### src/rtl/step_phase_sequencer_pkg.sv
// rtl/step_phase_sequencer_pkg.sv - shared state encoding and coil phase table
package step_phase_sequencer_pkg;

   typedef enum logic {
      ST_IDLE = 1'b0,
      ST_RUN  = 1'b1
   } state_t;

   // Entry i sits at bits [4*i +: 4]; even indices are wave drive, odd are two-phase drive
   localparam logic [7:0][3:0] PHASE_TABLE = {
      4'b1001, 4'b0001, 4'b0011, 4'b0010,
      4'b0110, 4'b0100, 4'b1100, 4'b1000
   };

   localparam logic [3:0] COILS_OFF = 4'b0000;

endpackage

### src/rtl/step_phase_lut.sv
// rtl/step_phase_lut.sv - 3-bit phase index to 4-bit coil pattern lookup
module step_phase_lut
   import step_phase_sequencer_pkg::*;
(
   input  logic [2:0] idx,
   output logic [3:0] pattern
);

   assign pattern = PHASE_TABLE[idx];

endmodule

### src/rtl/step_phase_sequencer.sv
// rtl/step_phase_sequencer.sv - step-tick driven 4-coil phase sequencer with position tracking
module step_phase_sequencer
   import step_phase_sequencer_pkg::*;
#(
   parameter int CNT_W = 16,
   parameter int POS_W = 16
)
(
   input  logic                    clk,
   input  logic                    rst,
   input  logic                    stepTick,
   input  logic                    start,
   input  logic                    stop,
   input  logic                    dir,
   input  logic                    halfStep,
   input  logic                    holdEnable,
   input  logic [CNT_W-1:0]        stepCount,
   output logic [3:0]              coils,
   output logic                    busy,
   output logic                    done,
   output logic                    aborted,
   output logic [CNT_W-1:0]        stepsLeft,
   output logic signed [POS_W-1:0] position
);

   state_t           state;
   logic [2:0]       idx;
   logic [2:0]       idx_nxt;
   logic [2:0]       idx_inc;
   logic [POS_W-1:0] pos_inc;
   logic             dir_q;
   logic             half_q;
   logic             step_en;
   logic [3:0]       pattern;

   // A step is only taken in RUN, and stop always beats a coincident tick
   assign step_en = (state == ST_RUN) && stepTick && !stop;
   assign idx_inc = half_q ? 3'd1 : 3'd2;
   assign pos_inc = half_q ? POS_W'(1) : POS_W'(2);

   // Next phase index; the 3-bit add/subtract gives the modulo-8 wrap for free
   always_comb begin
      idx_nxt = idx;
      if (step_en) begin
         idx_nxt = dir_q ? (idx + idx_inc) : (idx - idx_inc);
      end
   end

   // Lookup follows idx_nxt so the coil register sees the new entry on the stepping edge
   step_phase_lut u_lut (
      .idx     (idx_nxt),
      .pattern (pattern)
   );

   // Move FSM with all outputs registered; done/aborted default low to make them pulses
   always_ff @(posedge clk or negedge rst) begin
      if (!rst) begin
         state     <= ST_IDLE;
         idx       <= 3'd0;
         dir_q     <= 1'b0;
         half_q    <= 1'b0;
         coils     <= COILS_OFF;
         busy      <= 1'b0;
         done      <= 1'b0;
         aborted   <= 1'b0;
         stepsLeft <= '0;
         position  <= '0;
      end else begin
         done    <= 1'b0;
         aborted <= 1'b0;
         case (state)
            ST_IDLE: begin
               coils <= holdEnable ? pattern : COILS_OFF;
               if (start) begin
                  if (stepCount != '0) begin
                     state     <= ST_RUN;
                     busy      <= 1'b1;
                     stepsLeft <= stepCount;
                     dir_q     <= dir;
                     half_q    <= halfStep;
                     coils     <= pattern;
                  end else begin
                     done <= 1'b1;
                  end
               end
            end
            ST_RUN: begin
               if (stop) begin
                  state   <= ST_IDLE;
                  busy    <= 1'b0;
                  done    <= 1'b1;
                  aborted <= 1'b1;
               end else if (stepTick) begin
                  idx       <= idx_nxt;
                  coils     <= pattern;
                  stepsLeft <= stepsLeft - CNT_W'(1);
                  position  <= dir_q ? (position + pos_inc) : (position - pos_inc);
                  if (stepsLeft == CNT_W'(1)) begin
                     state <= ST_IDLE;
                     busy  <= 1'b0;
                     done  <= 1'b1;
                  end
               end
            end
            default: state <= ST_IDLE;
         endcase
      end
   end

endmodule

### config.mk
export PLATFORM = sky130hd
export DESIGN_NAME = step_phase_sequencer
export DESIGN_NICKNAME = d
export VERILOG_FILES = /design/src/rtl/step_phase_sequencer_pkg.sv /design/src/rtl/step_phase_lut.sv /design/src/rtl/step_phase_sequencer.sv
export SDC_FILE = /design/constraint.sdc
export NUM_CORES = 1
export LEC_CHECK = 0
export CAP_MARGIN = 0
export CELL_PAD_IN_SITES_DETAIL_PLACEMENT = 1
export CELL_PAD_IN_SITES_GLOBAL_PLACEMENT = 1
export CORE_MARGIN = 4
export CORE_UTILIZATION = 38
export CTS_CLUSTER_SIZE = 8
export DETAILED_ROUTE_END_ITERATION = 10
export GPL_TIMING_DRIVEN = 0
export PLACE_DENSITY = 0.9
export SKIP_CTS_REPAIR_TIMING = 1
export SYNTH_ARGS = -nofsm -noshare
export SYNTH_HDL_FRONTEND = slang
export SYNTH_SLANG_ARGS = --single-unit
### constraint.sdc
create_clock -name clk -period 2.7 [get_ports clk]
set_input_delay 0.54 -clock clk [delete_from_list [all_inputs] [get_ports clk]]
set_output_delay 0.54 -clock clk [all_outputs]
set_load 0.02 [all_outputs]
# --- Word level (Yosys, flattened, before mapping) ---
# Memories as Yosys holds them, arrays and structs flattened.
# Index checks and enable logic that the tools add are counted.
# Widths: inputs -> output; s select.
word_totals:
  register_bits: 45
  latch_bits: 0
  mem_bits_rw: 0
  romBits: 32
  output_inout_bits: 39
  word_cells: 72
  memories: 1
classes:
  n_addsub: 5
  mul: 0
  div: 0
  n_lt_le_gt_ge: 1
  n_eq_ne: 7
  n_shift: 0
  muxes: 37
  n_bitwise: 2
  n_reduce_logical: 9
memory_table:
  columns: ["name", "words", "width", "rd", "rd_ports_with_merged_regs", "write_ports", "line", "rtl"]
  rows:
  - ["(no name shown)", 8, 4, 1, 0, 0, "step_phase_lut.sv:9", "assign pattern = PHASE_TABLE[idx];"]
op_table:
  columns: ["op", "count"]
  rows:
  - ["$mux 16", 5]
  - ["$pmux 16 s2", 1]
  - ["$mux 4", 6]
  - ["$mux 1", 17]
  - ["$add 16x2->16", 1]
  - ["$eq 16x1->1 const B", 1]
  - ["$reduce_bool 16->1", 1]
  - ["$sub 16x1->16 const B", 1]
  - ["$sub 16x2->16", 1]
  - ["$ne 2x2->1 const B", 4]
  - ["$pmux 4 s2", 1]
  - ["$reduce_and 4->1", 2]
  - ["$mux 3", 2]
  - ["$pmux 1 s2", 3]
  - ["$reduce_and 3->1", 2]
  - ["$lt 3x4->1 const B", 1]
  - ["$mux 2", 2]
  - ["$add 3x2->3", 1]
  - ["$ne 3x2->1 const B", 1]
  - ["$ne 3x3->1 const B", 1]
  - ["$sub 3x2->3", 1]
  - ["$logic_and 1x1->1", 2]
  - ["$not 1->1", 2]
  - ["$reduce_and 2->1", 1]
  - ["$logic_not 1->1", 1]

# --- Longest topological paths before layout ---
# Gate-level depths: netlist of run 1.
depth:
  ltp_word: 10
  ltp_mapped: 9
  depth_no_buf: 9

# --- Cells and area by module ---
# Synthesis of run 1 repeated with hierarchy kept, for this count alone.
hier_totals:
  hier_cells: 331
  area_unflattened_um2: 2920.3
modules_own_cells:
  columns: ["mod", "instances", "cells_each", "area_per_inst_um2", "seq_area_each_um2"]
  rows:
  - ["step_phase_sequencer", 1, 324, 2882.8, 1126.1]
  - ["step_phase_lut", 1, 7, 37.5, 0.0]

# --- Least setup slack after synthesis of run 1 ---
# Ideal clock, no wire load.
synth_path:
  kind: "reg2reg"
  start: "register position[0]"
  end: "register position[12]"
  arrival_ns: 2.290
  required_ns: 2.575
  setup_slack_ns: 0.284
  stages_incl_launch_ff: 9
  synth_period_minus_slack_ns: 2.416
  cell_sequence: "dfrtp_1 -> ha_1 -> fa_1 -> a211oi_1 -> o21bai_1 -> a211o_1 -> a31oi_1 -> and4_1 -> nor3_1"
synth_via:
  elab_chain_len: 2
  elab_cells_between_ends: 3
  classes_between: "add/sub (2); mux (1)"
synth_lines:
  columns: ["item", "line", "rtl"]
  rows:
  - ["start: declaration", "step_phase_sequencer.sv:23", "output logic signed [POS_W-1:0] position"]
  - ["start signal: assignment", "step_phase_sequencer.sv:97", "position <= dir_q ? (position + pos_inc) : (position - pos_inc);"]
  - ["$sub 16x2->16 / $add 16x2->16 (equally long branches)", "step_phase_sequencer.sv:97", null]
  - ["$mux 16 (*)", "step_phase_sequencer.sv:97", null]
# Mark *: on every way between the ends. The rest lies on a longest branch, timed or not.
# A chain may end at the register's enable or synchronous reset.

# --- Worst setup path in the final report of run 1 ---
layout_path:
  start: "input port stepCount[11]"
  end: "register stepsLeft[4]"
layout_via:
  elab_chain_len: 3
layout_lines:
  columns: ["item", "line", "rtl"]
  rows:
  - ["start: declaration", "step_phase_sequencer.sv:17", "input logic [CNT_W-1:0] stepCount,"]
  - ["$reduce_bool 16->1", "step_phase_sequencer.sv:75", "if (stepCount != '0) begin"]
  - ["$ne 2x2->1 (no line)", null, null]
  - ["$reduce_and 4->1 (no line)", null, null]
  - ["end signal: assignment", "step_phase_sequencer.sv:78", "stepsLeft <= stepCount;"]
  - ["end signal: assignment", "step_phase_sequencer.sv:96", "stepsLeft <= stepsLeft - CNT_W'(1);"]
  - ["end: declaration", "step_phase_sequencer.sv:22", "output logic [CNT_W-1:0] stepsLeft,"]
# Every way passes these cells.

==> results of run 1 <==
[cells by family (layout without fill, tap and decap cells)]
family                   after synthesis  in the layout  share of synthesized area, %
AO/OA/AOI/OAI                        110            110                          23.1
flip-flops                            45             45                          38.3
buffers and inverters                 29            105                          3.74
AND/OR/NAND/NOR                      121            121                          20.2
adder cells (fa/ha/maj)               20             20                          9.01
multiplexers                           6              6                          2.17
XOR/XNOR                              12             12                          3.57
[worst min-delay path by stage]
stage                       end  slack, ns  depth (start not counted)
floorplan               aborted       0.24                          0
global placement       coils[2]       0.47                          2
detailed placement  position[1]       0.45                          1
CTS                 position[3]       0.11                          1
global route        position[1]       0.10                          1
finish              position[3]       0.10                          1
[cell usage in the layout (no fill, tap or decap), types with 3 or more instances in the layout]
master and instances:
a41oi_1 3, a21oi_1 24, or4_1 3, nor3_1 10, o21bai_1 5, a211oi_1 3
nand3_1 13, nor2_1 21, xor2_1 6, xnor2_1 6, clkdlybuf4s50_1 61, inv_1 15
nor4_1 7, nand2_1 43, nor2b_1 5, ha_1 18, clkbuf_8 7, o21ai_0 38
o21a_1 3, buf_4 5, a21o_1 3, o22ai_1 12, clkbuf_1 10, mux2i_1 3
dfrtp_1 44, nand2b_1 4
[metal layers]
| layer | track usage, % | part of all wire (%) | vias to the layer above |
|---|---|---|---|
| met5 | 0 | 0 | - |
| met4 | 6.75 | 1.9 | 0 |
| met3 | 3.13 | 4.3 | 17 |
| met2 | 34.6 | 51 | 87 |
| met1 | 26.9 | 43 | 1449 |
| li1 | - | - | 1405 |
[stage by stage]
stage | hold slack, ns | util (%)
floorplan | 0.244 | -
global placement | 0.474 | 49.8
detailed placement | 0.448 | 50.0
CTS | 0.111 | 51.3
global route | 0.105 | 52.1
finish | 0.100 | 52.1
[power by group]
part / internal, mW / total (mW) / switching [mW]
clock network: 0.232 / 0.480 / 0.248
registers: 0.937 / 1.24 / 0.307
logic: 1.20 / 2.67 / 1.47
[registers in the layout, summed over array words and instances (netlist names)]
register	flops
aborted	1
busy	1
coils	4
dir_q	1
done	1
half_q	1
idx	3
position	16
state	1
stepsLeft	16
[critical path, delay by kind of cell]
family / cells / cell delay (ns)
AOI/OAI and AO/OA: 2 / 0.64
buffers and inverters: 1 / 0.45
and+or+nand+nor: 3 / 0.94
muxes: 1 / 0.28
[final cells by class]
class | count | area, sq um
plain buffers | 13 | 50.0
clock buffers | 7 | 96.3
clock inverters | 1 | 5.00
fillers | 881 | 3550
inverters | 16 | 63.8
multi-input cells | 269 | 1720
flip-flops and latches | 45 | 1130
well taps | 99 | 124
repair buffers | 68 | 673
==> out/summary.txt, run 1 <==
1st-iter DRT viols = 84
Synth top cells by count = dfrtp_1, nand2_1, o21ai_0
Worst-skew pair later-pin latency = 0.31 ns
Remaining antenna violation count = 0
Die Wd = 96 um
Die area = 9220 sq um
Cell Area, Synth = 2940 sq um
Ant diodes = 0
Vias in the first global route = 3047
R2R depth = 9
Crit path capture = stepsLeft[4]
Syn_nets = 387
Maxcap violations = 0
Slew Limit Fails = 0
Final Hold Vio Count = 0
Most common cell on crit path = a21oi_1
Post-route cell area = 3860 sq um
Core ar. = 7410 sq um
Nets@finish = 462
Crit Path Class = in2reg
DR pass1 iterations = 4
GP Congestion = 0.866
Sink Count = 45
Post-route insts no fill = 518
Worst path cell trace = clkdlybuf4s50_1 > nor4_1 > nand4_1 > a21oi_1 > nor2_1 > mux2_2 > a21oi_1
R2R Setup Slk = 0.15 ns
Initial antenna violation count = 0
Number of flops mapped to enable cells by yosys = 0
Top-Level Pins = 63
Final setup margin = 0.0879 ns
Critical path capture point type = flop
Worst-margin pin slew = 0.577 ns
Synth top area cells = dfrtp_1, ha_1, o21ai_0, nand2_1, a21oi_1
Die Ht = 96 um
DP Cell Count = 505
Final Setup Violations = 0
Total track usage = 20.5%
Htree depth = 2
Power Density = 1140 nW/um^2
Routed length per instance = 17.6 um
CP required = 2.93 ns
Fin crit share = 96.7%
Syn avg cell area = 8.58 sq um
Maximum clock rate = 0.383 GHz
Setup TNS = 0 ns
Gate Count Post-Synth = 343
Area share of the largest cell type after synthesis = 38.3%
Area growth from synthesis to layout = 31.1%
Slew HR = 61.5%
Sequential area share after synthesis = 38.3%
DRC = 0
Worst-path clk slew = 0.09 ns
FP Rows = 31
Pre-CTS setup slack = -0.206 ns
Crit path from = stepCount[11]
First-pass GRT wire length = 14800 um
Critical Path AT = 2.84 ns
Slowest CP cell = nor4_1
Largest net degree at the start of global routing = 36
Area leader, netlist = dfrtp_1
Netlist cell types = 54
Final Power = 4.40 mW
Ys async rst share = 100%
Skew final = 0.0115 ns
Leak pwr = 1.62 nW
Area after DPL = 3700 sq um
Ys flop type = dfrtp_1
Min Tclk post-route = 2.61 ns
DP HPWL = 6720 um
Count of buffers from port buffering = 62
Worst vdd ir = 0.000452 V
Global route overflow = 0
Via/cell ratio = 5.71
CP max FO = 5
TritonCTS clock tree = built
Worst-case clock buffer depth = 2
Starting density of the core = 39.7%
Via count = 2958
Yosys reg bits = 45
Worst R2R Start = dir_q
CP startpoint kind = input pin
Status = finished clean
FF-to-FF End = position[15]
Synth warn = 0
Layout cells sized above 1 = 6.21%
Critical Path Max Stage Delay = 0.52 ns
Root Buffer = clkbuf_8
Num CTS Buffers = 5
Routed WL = 9110 um
Most frequent cell after synthesis = dfrtp_1
Worst min path class = in2async
Note: power is estimated with default switching activity, not from simulation.
==> run 2, diff against run 1 <==
Settings changed: GPL_ROUTABILITY_DRIVEN set to 1.
==> results of run 2 <==
No change in the layout: final DEF, timing and power equal those of run 1.
==> run 3, diff against run 2 <==
Settings changed: RECOVER_POWER set to 100, SYNTH_HIERARCHICAL set to 1.
==> run 3 against run 2 <==
Effect of this change:
- worst hold slack gained 0.30 ns
- utilization shrank 0.24 points
- sequential power is essentially flat
- die area shrank 0.70%
==> out/summary.txt, run 3 <==
Worst-path clk slew = 0.09 ns
Power Density = 1140 nW/um^2
Ant diodes = 0
Worst min path class = in2async
Max layer used = met4
CP required = 2.89 ns
Syn avg cell area = 8.82 sq um
Fin crit share = 96.2%
Worst R2R Start = dir_q
TritonCTS clock tree = built
Worst vdd ir = 0.000499 V
Gate Count Post-Synth = 331
Commonest cells after routing, fill and taps aside = nand2_1, dfrtp_1, dlygate4sd3_1
Biggest regs = position: 16 flops, stepsLeft: 16 flops, coils: 4 flops
Ys async rst share = 100%
Crit path from = stepCount[8]
Die area = 9150 sq um
Leak pwr = 1.60 nW
Vias in the first global route = 3185
Netlist cell types = 45
Cell Area, Synth = 2920 sq um
Maxcap violations = 0
Crit Path Class = in2reg
Total track usage = 22.3%
Htree depth = 2
P_sw = 2.09 mW
Area share of the largest cell type after synthesis = 38.6%
FP Rows = 31
Slew Limit Fails = 0
Routed WL = 9780 um
Fin util = 51.8%
Remaining antenna violation count = 0
Min Tclk post-route = 2.60 ns
Largest net degree at the start of global routing = 28
Post-Route M1 WL = 4070 um
Skew final = 0.00632 ns
Yosys reg bits = 45
Ys flop type = dfrtp_1
Routed wl met3 = 427 um
Layout cells sized above 1 = 6.40%
Nets@finish = 449
Critical Path AT = 2.79 ns
Clock power frac = 10.5%
Switch share = 48.1%
Post-route insts no fill = 505
Met2 WL post-DR = 5050 um
Via/cell ratio = 5.76
Count of buffers from port buffering = 62
Final Hold Vio Count = 0
Maximum clock rate = 0.385 GHz
Area growth from synthesis to layout = 30.8%
DP Cell Count = 493
Root Buffer = clkbuf_8
Die Wd = 95.7 um
GP Congestion = 0.835
Most frequent cell after synthesis = nand2_1
CP startpoint kind = input pin
Sequential area share after synthesis = 38.6%
Area leader, netlist = dfrtp_1
Synth top area cells = dfrtp_1, ha_1, nand2_1, o21ai_0, a21oi_1
Initial antenna violation count = 0
DP HPWL = 7250 um
Worst-skew pair later-pin latency = 0.31 ns
Top-Level Pins = 63
Cell Int Power = 2.26 mW
Syn_nets = 375
Die Ht = 95.7 um
DR pass1 iterations = 5
First-pass GRT wire length = 15800 um
Worst-case clock buffer depth = 2
Combinational group share of total power = 61.1%
Worst-margin pin slew = 1.26 ns
1st-iter DRT viols = 195
Global route overflow = 0
Final Setup Violations = 0
Filler instances = 880
Number of flops mapped to enable cells by yosys = 0
Num CTS Buffers = 5
Via count = 2907
Sink Count = 45
Core ar. = 7370 sq um
Starting density of the core = 39.6%
CP max FO = 10
Routed length per instance = 19.4 um
Slew HR = 15.8%
Synth warn = 6
Status = finished clean
DRC = 0
Most common cell after layout, fill and taps aside = nand2_1
Synth top cells by count = nand2_1, dfrtp_1, o21ai_0
Critical path capture point type = flop
Sequential share of power = 28.4%
[run 3: cell types whose count changed after synthesis, sizes merged, moves of 3 or more]
cell   before  now
nand2      43   47
a21oi      24   21
nand4       1    4
nor2b       5    8
xnor2       6   10
a22o        0    4
inv        16   11
mux2        3    0
[run 3: final timing paths]
| path | endpoint | slack [ns] | cells past startpoint |
|---|---|---|---|
| hold reg to reg | position[15] | 0.49 | 1 |
| setup reg to reg | position[15] | 0.13 | 8 |
| hold / removal | position[5] | 0.40 | 1 |
| max in group asynchronous | dir_q | 0.46 | 2 |
| min in group clk | position[15] | 0.49 | 1 |
| setup / recovery | stepsLeft[3] | 0.10 | 7 |
[run 3: power by group through the flow]
stage,clock network (mW),registers (mW),logic [mW]
3_5_place_dp,0,1.25,2.66
3_3_place_gp,0,1.22,2.49
6_report,0.458,1.24,2.66
2_1_floorplan,0,1.45,1.46
5_1_grt,0.498,1.28,2.92
4_1_cts,0.467,1.24,2.70
[run 3: final cells by class]
cell class,count,area (sq um),area share [%]
well taps,99,124,3.24
plain buffers,11,42.5,1.11
repair buffers,66,649,17.0
clock inverters,3,25.0,0.655
flip-flops and latches,45,1130,29.5
repair inverters,1,7.51,0.197
multi-input cells,264,1730,45.3
clock buffers,5,68.8,1.80
inverters,11,45.0,1.18
[run 3: metal layers]
metal  vias to the layer above  GRT usage (%)
li1                       1357              -
met1                      1433           26.9
met2                        95           39.1
met3                        22           3.87
met4                         0           8.77
met5                         -              0
[run 3: stage by stage]
stage | worst slack [ns] | power, mW | TNS [ns] | cell area, sq um | hold slack, ns
detailed placement | -0.173 | 3.91 | -0.702 | 3680 | 0.475
global route | -0.0463 | 4.70 | -0.0778 | 3820 | 0.466
finish | 0.103 | 4.35 | 0 | 3820 | 0.402
floorplan | 0.475 | 2.91 | 0 | 2920 | 0.244
global placement | -0.220 | 3.72 | -9.90 | 3660 | 0.466
CTS | -0.161 | 4.41 | -0.200 | 3770 | 0.190
[run 3: cell families (layout without fill, tap and decap cells)]
kind of cell | after synthesis | count (layout) | synth area share (%)
simple gates | 120 | 120 | 21.0
mux | 4 | 4 | 1.37
xor+xnor | 15 | 15 | 4.50
compound gates | 105 | 105 | 22.6
fa+ha+maj | 20 | 20 | 9.08
flops | 45 | 45 | 38.6
buf+inv | 22 | 97 | 2.87
[run 3: worst max-delay path, cell delays in order]
cell,delay (ns)
clkdlybuf4s50_1,0.45
nor4_2,0.58
a41oi_4,0.36
nor2_2,0.37
o21ai_1,0.12
a222oi_1,0.27
inv_1,0.10
==> edit 1, RTL diff (flow settings as in run 3) <==
Set the parameter `POS_W` to 20 (it was 16).
--- a/src/rtl/step_phase_sequencer.sv
+++ b/src/rtl/step_phase_sequencer.sv
@@ -4,5 +4,5 @@
 #(
    parameter int CNT_W = 16,
-   parameter int POS_W = 16
+   parameter int POS_W = 20
 )
 (
Interface: changed (resized position); port bits go from 63 to 67. The function was not compared with the original's and may differ.
==> edit 1 against run 3 <==
Utilization fell by 0.11 points; power up 28%; cell area up 18%; routed wire length rose by 22%; sequential cell count is 4 higher; final cell count rose by 17%; hold slack lost 0.035 ns; critical path depth rose by 3; first-iteration DRC count rose by 23%; worst setup slack worse by 0.070 ns; die area increased by 16%; synthesized area rose by 17%; critical endpoint is now position[16]$_DFFE_PN0P_; largest power group unchanged.
==> edit 1: results (changes against run 3) <==
The run finished with clean final reports. The number of vias per cell was 6.007 (+4.3%). Data arrival time of the critical path: 2.85 ns (+0.06 ns).

The mean instance size in the synthesized netlist was 8.651 um^2 (-1.9%). The stage delay of the slowest cell on the critical path came out at 0.42 ns (-0.16 ns). The run gives 1.930 nW (+20%) as the static leakage. The logs give 3641 (+14%) for the number of global-route vias before repair and 21.35% (-0.93 points) for the total global-route track usage. The wire length per cell after detailed routing is 20.17 um (+4.2%). The clock buffer count in the final layout is 6 (+1), and the count of cells along the worst register-to-register path is 10 (+2). The multi-input combinational gate total was 312 (+18%). The weighted congestion reported at the end of routability-driven placement is 0.8487 (+1.7%), and the largest vdd supply drop is 0.0005103 V (+2.3%).

Multi-input logic portion of the cell area: 47.79% (+2.5 points). Fraction of area in registers: 27.21% (-2.3 points). The logs give 2.706% (-1.2 points) for the fraction of met3 tracks used by global routing and 4 (-1) for the total iterations of the first detailed-routing run. The critical path's top delay family was compound AO/OA/AOI/OAI gates.

The run gives 530 (+18%) as the net total in the final layout. For the routed wire length, the log shows 11.92 mm (+22%). For the met2 routed wirelength, the log shows 6.289 mm (+25%). The critical path is of the reg2reg type.

The tools report the global-route wire length before repair as 18.02 mm (+14%). The routing usage on met1 was 27.42% (+0.47 points). The critical path's slowest cell is dfrtp_2. The sequential share of the synthesized area is 35.88% (-2.7 points).

The detailed router used layers up to and including met4. The pin count of the biggest net entering global routing was 33 (+18%). For the synthesized instance count, the log shows 395 (+19%). The final-layout worst hold slack came out at 0.3674 ns (-0.03495 ns). The clock network contribution to total cell area came out at 1.914% (-0.54 points).

The logs give 4.983 mm (+22%) for the routed length on met1 and 0.004511 mm^2 (+18%) for the post-route cell area. The instance count after placement with tap cells included is 570 (+16%). The number of buffer cells added on primary ports is 66 (+6.5%).

The post-layout worst setup margin is 0.03223 ns (-0.07032 ns). The net switching power of the design was 2.775 mW (+33%); the post-synth net total was 443 (+18%). The run gives 239 (+23%) as the initial detailed-routing violation count. The non-clock buffering overhead in the final layout was 18.42% (+0.31 points); the instance area at placement was 0.004228 mm^2 (+15%). The met2 usage was 37.88% (-1.2 points).

The fraction of power consumed by sequential logic is 24.9% (-3.5 points). Sorting the synthesized cells by how often they occur yields 49 x dfrtp_1, 47 x nand2_1, 39 x a21oi_1. The worst slew slack as a fraction of its limit was 33.15% (+17 points).

The setup clock skew after layout is 0.007586 ns (+0.001263 ns), and the non-clock inverter count in the final layout is 19 (+7). The switching share of power is 49.76% (+1.6 points), and the total of fill cells in the finished design is 1004 (+14%). The run gives 8.249 mm (+14%) as the detailed placer's ending HPWL. The worst register-to-register path ends at position[16]$_DFFE_PN0P_.

The largest registers in the layout are position: 20 flops, stepsLeft: 16 flops, coils: 4 flops. The count of plain and timing-repair buffers in the layout was 95 (+23%). The part of the total power dissipated in the clock network is 8.3% (-2.2 points).

The total of flip-flops plus latches after synthesis came out at 49 (+8.9%). The tools report the pre-CTS setup slack as -0.4948 ns (-0.3217 ns). Highest fanout seen on the critical path: 8 (-2).
[edit 1: cell count changes in the layout (fill, tap and decap cells not counted), sizes merged, moves of 5 or more]
cell   change
nor2b      -5
inv        +6
o31ai      +6
a21oi     +18
buf       +12
[edit 1: cell families (layout without fill, tap and decap cells)]
group,after synthesis,count (layout),share of synthesized area [%]
compound gates,133,133,24.79
simple gates,132,132,19.88
flops,49,49,35.88
buf+inv,34,122,3.991
fa+ha+maj,24,24,9.227
xor+xnor,17,17,4.357
mux,6,6,1.867
[edit 1: worst reg2reg max path: cells and delay by family, from the launching register on]
kind | cells | cell delay [ns]
AOI/OAI and AO/OA | 5 | 1.03
muxes | 1 | 0.16
DFF | 1 | 0.42
buffers and inverters | 3 | 0.60
adders and majority gates | 1 | 0.33
==> edit 2, RTL diff (config.mk and constraints of run 3) <==
Made on the original files. Put one more register stage on the output `stepsLeft`, without a reset. The value now appears one clock later. The other outputs are not delayed to match.
--- a/src/rtl/step_phase_sequencer.sv
+++ b/src/rtl/step_phase_sequencer.sv
@@ -23,4 +23,6 @@
    output logic signed [POS_W-1:0] position
 );
+
+   logic [CNT_W-1:0] stepsLeft_s0;
 
    state_t           state;
@@ -64,5 +66,5 @@
          done      <= 1'b0;
          aborted   <= 1'b0;
-         stepsLeft <= '0;
+         stepsLeft_s0 <= '0;
          position  <= '0;
       end else begin
@@ -76,5 +78,5 @@
                      state     <= ST_RUN;
                      busy      <= 1'b1;
-                     stepsLeft <= stepCount;
+                     stepsLeft_s0 <= stepCount;
                      dir_q     <= dir;
                      half_q    <= halfStep;
@@ -94,7 +96,7 @@
                   idx       <= idx_nxt;
                   coils     <= pattern;
-                  stepsLeft <= stepsLeft - CNT_W'(1);
+                  stepsLeft_s0 <= stepsLeft_s0 - CNT_W'(1);
                   position  <= dir_q ? (position + pos_inc) : (position - pos_inc);
-                  if (stepsLeft == CNT_W'(1)) begin
+                  if (stepsLeft_s0 == CNT_W'(1)) begin
                      state <= ST_IDLE;
                      busy  <= 1'b0;
@@ -108,4 +110,8 @@
    end
 
+   always_ff @(posedge clk) begin
+      stepsLeft <= stepsLeft_s0;
+   end
+
 endmodule
 
Behaviour: not the same (Yosys sat finds a counterexample within 4 cycles, from zero or initial values and one cycle with rst low).
==> edit 2 against run 3 <==
Global-route usage fell by 1.6 points; final cell count rose by 8.1%; worst setup slack got worse by 0.043 ns; count of clock-buffer cells in the layout rose by 7; cell area rose by 13%; critical path depth rose by 2; the run now ends with capacitance limit, slew limit left; routed wire length rose by 2.5%; hold slack got worse by 0.18 ns; synthesized area rose by 13%; synthesized cell count rose by 8.8%; power rose by 25%; sequential cell count rose by 16; die area rose by 11%; largest cell class unchanged.
==> edit 2: results (changes against run 3) <==
The run gives 61 (+36%) as the final sequential cell count. The largest registers in the layout are position: 16 flops, stepsLeft: 16 flops, stepsLeft_s0: 16 flops. For the instance count after placement with tap cells included, the log shows 528 (+7.1%). The async set-or-reset flop fraction in the synthesized netlist was 73.77% (-26 points). For the number of max-capacitance violations reported, the log shows 1 (+1).

The highest attainable clock frequency is 378.7 MHz (-1.6%), and the non-clock inverter count in the final layout is 15 (+3). The distinct cell type count after synthesis came out at 51 (+13%). The tools report the pin count of the biggest net entering global routing as 34 (+21%). For the total iterations of the first detailed-routing run, the log shows 4 (-1).

The net total in the final layout is 480 (+6.9%). The final reports fail on capacitance limit, slew limit. The run gives 34 (+34) as the count of final max-slew check failures. The run gives 5.445 mW (+25%) as the total power. Number of buffers created by CTS: 9 (+4).

Yosys attributes the largest share of cell area to dfrtp_1 34%, dfxtp_1 9.7%, ha_1 6.9%. For the clock insertion delay at the later pin of the skew report, the log shows 0.34 ns (+0.03 ns). The flow ran to the end, but the final reports show violations.

The multi-input logic portion of the cell area was 40.59% (-4.7 points); the pre-CTS setup slack was -0.4896 ns (-0.3165 ns). The worst slew slack as a fraction of its limit came out at -3.463% (-19 points). The highest fanout seen on the critical path is 4 (-6), and the non-filler instance count after layout is 546 (+8.1%). The sequential share of the synthesized area is 44.02% (+5.5 points). The static leakage was 1.828 nW (+14%); the weighted congestion reported at the end of routability-driven placement was 0.9031 (+8.2%).

The met3 layer wire length in the routed design was 395 um (-7.5%). The post-synthesis xor/xnor area fraction is 3.998% (-0.50 points), and the global-route wire length before repair is 16.54 mm (+4.4%). The run gives 0.0004860 V (-2.6%) as the largest vdd supply drop. In this run the critical register-to-register path is launched from half_q$_DFFE_PN0P_. The horizontal extent of the die is 101.0 um (+5.6%).
edit 2: cell count changes in the layout (fill, tap and decap cells not counted), moves of 5 or more:
cell,delta
mux2_2,+5
nor2b_1,-5
dlygate4sd3_1,-40
clkbuf_8,+5
dfxtp_1,+16
clkdlybuf4s50_1,+40
nor4_1,+6
xor2_1,+6
o22ai_1,-6
xnor2_1,-6
edit 2: critical path, stage by stage, from the launching register on:
cell	delay, ns
dfrtp_1	0.42
ha_1	0.25
inv_1	0.07
fa_1	0.41
nand2b_1	0.20
a21oi_1	0.30
o21ai_0	0.22
o311ai_1	0.35
mux2i_1	0.22
nand3_1	0.08
edit 2: per-layer routing:
| layer | up-vias | global-route usage (%) |
|---|---|---|
| li1 | 1461 | - |
| met1 | 1565 | 24.12 |
| met2 | 80 | 37.47 |
| met3 | 15 | 4.429 |
| met4 | 0 | 6.851 |
| met5 | - | 0 |
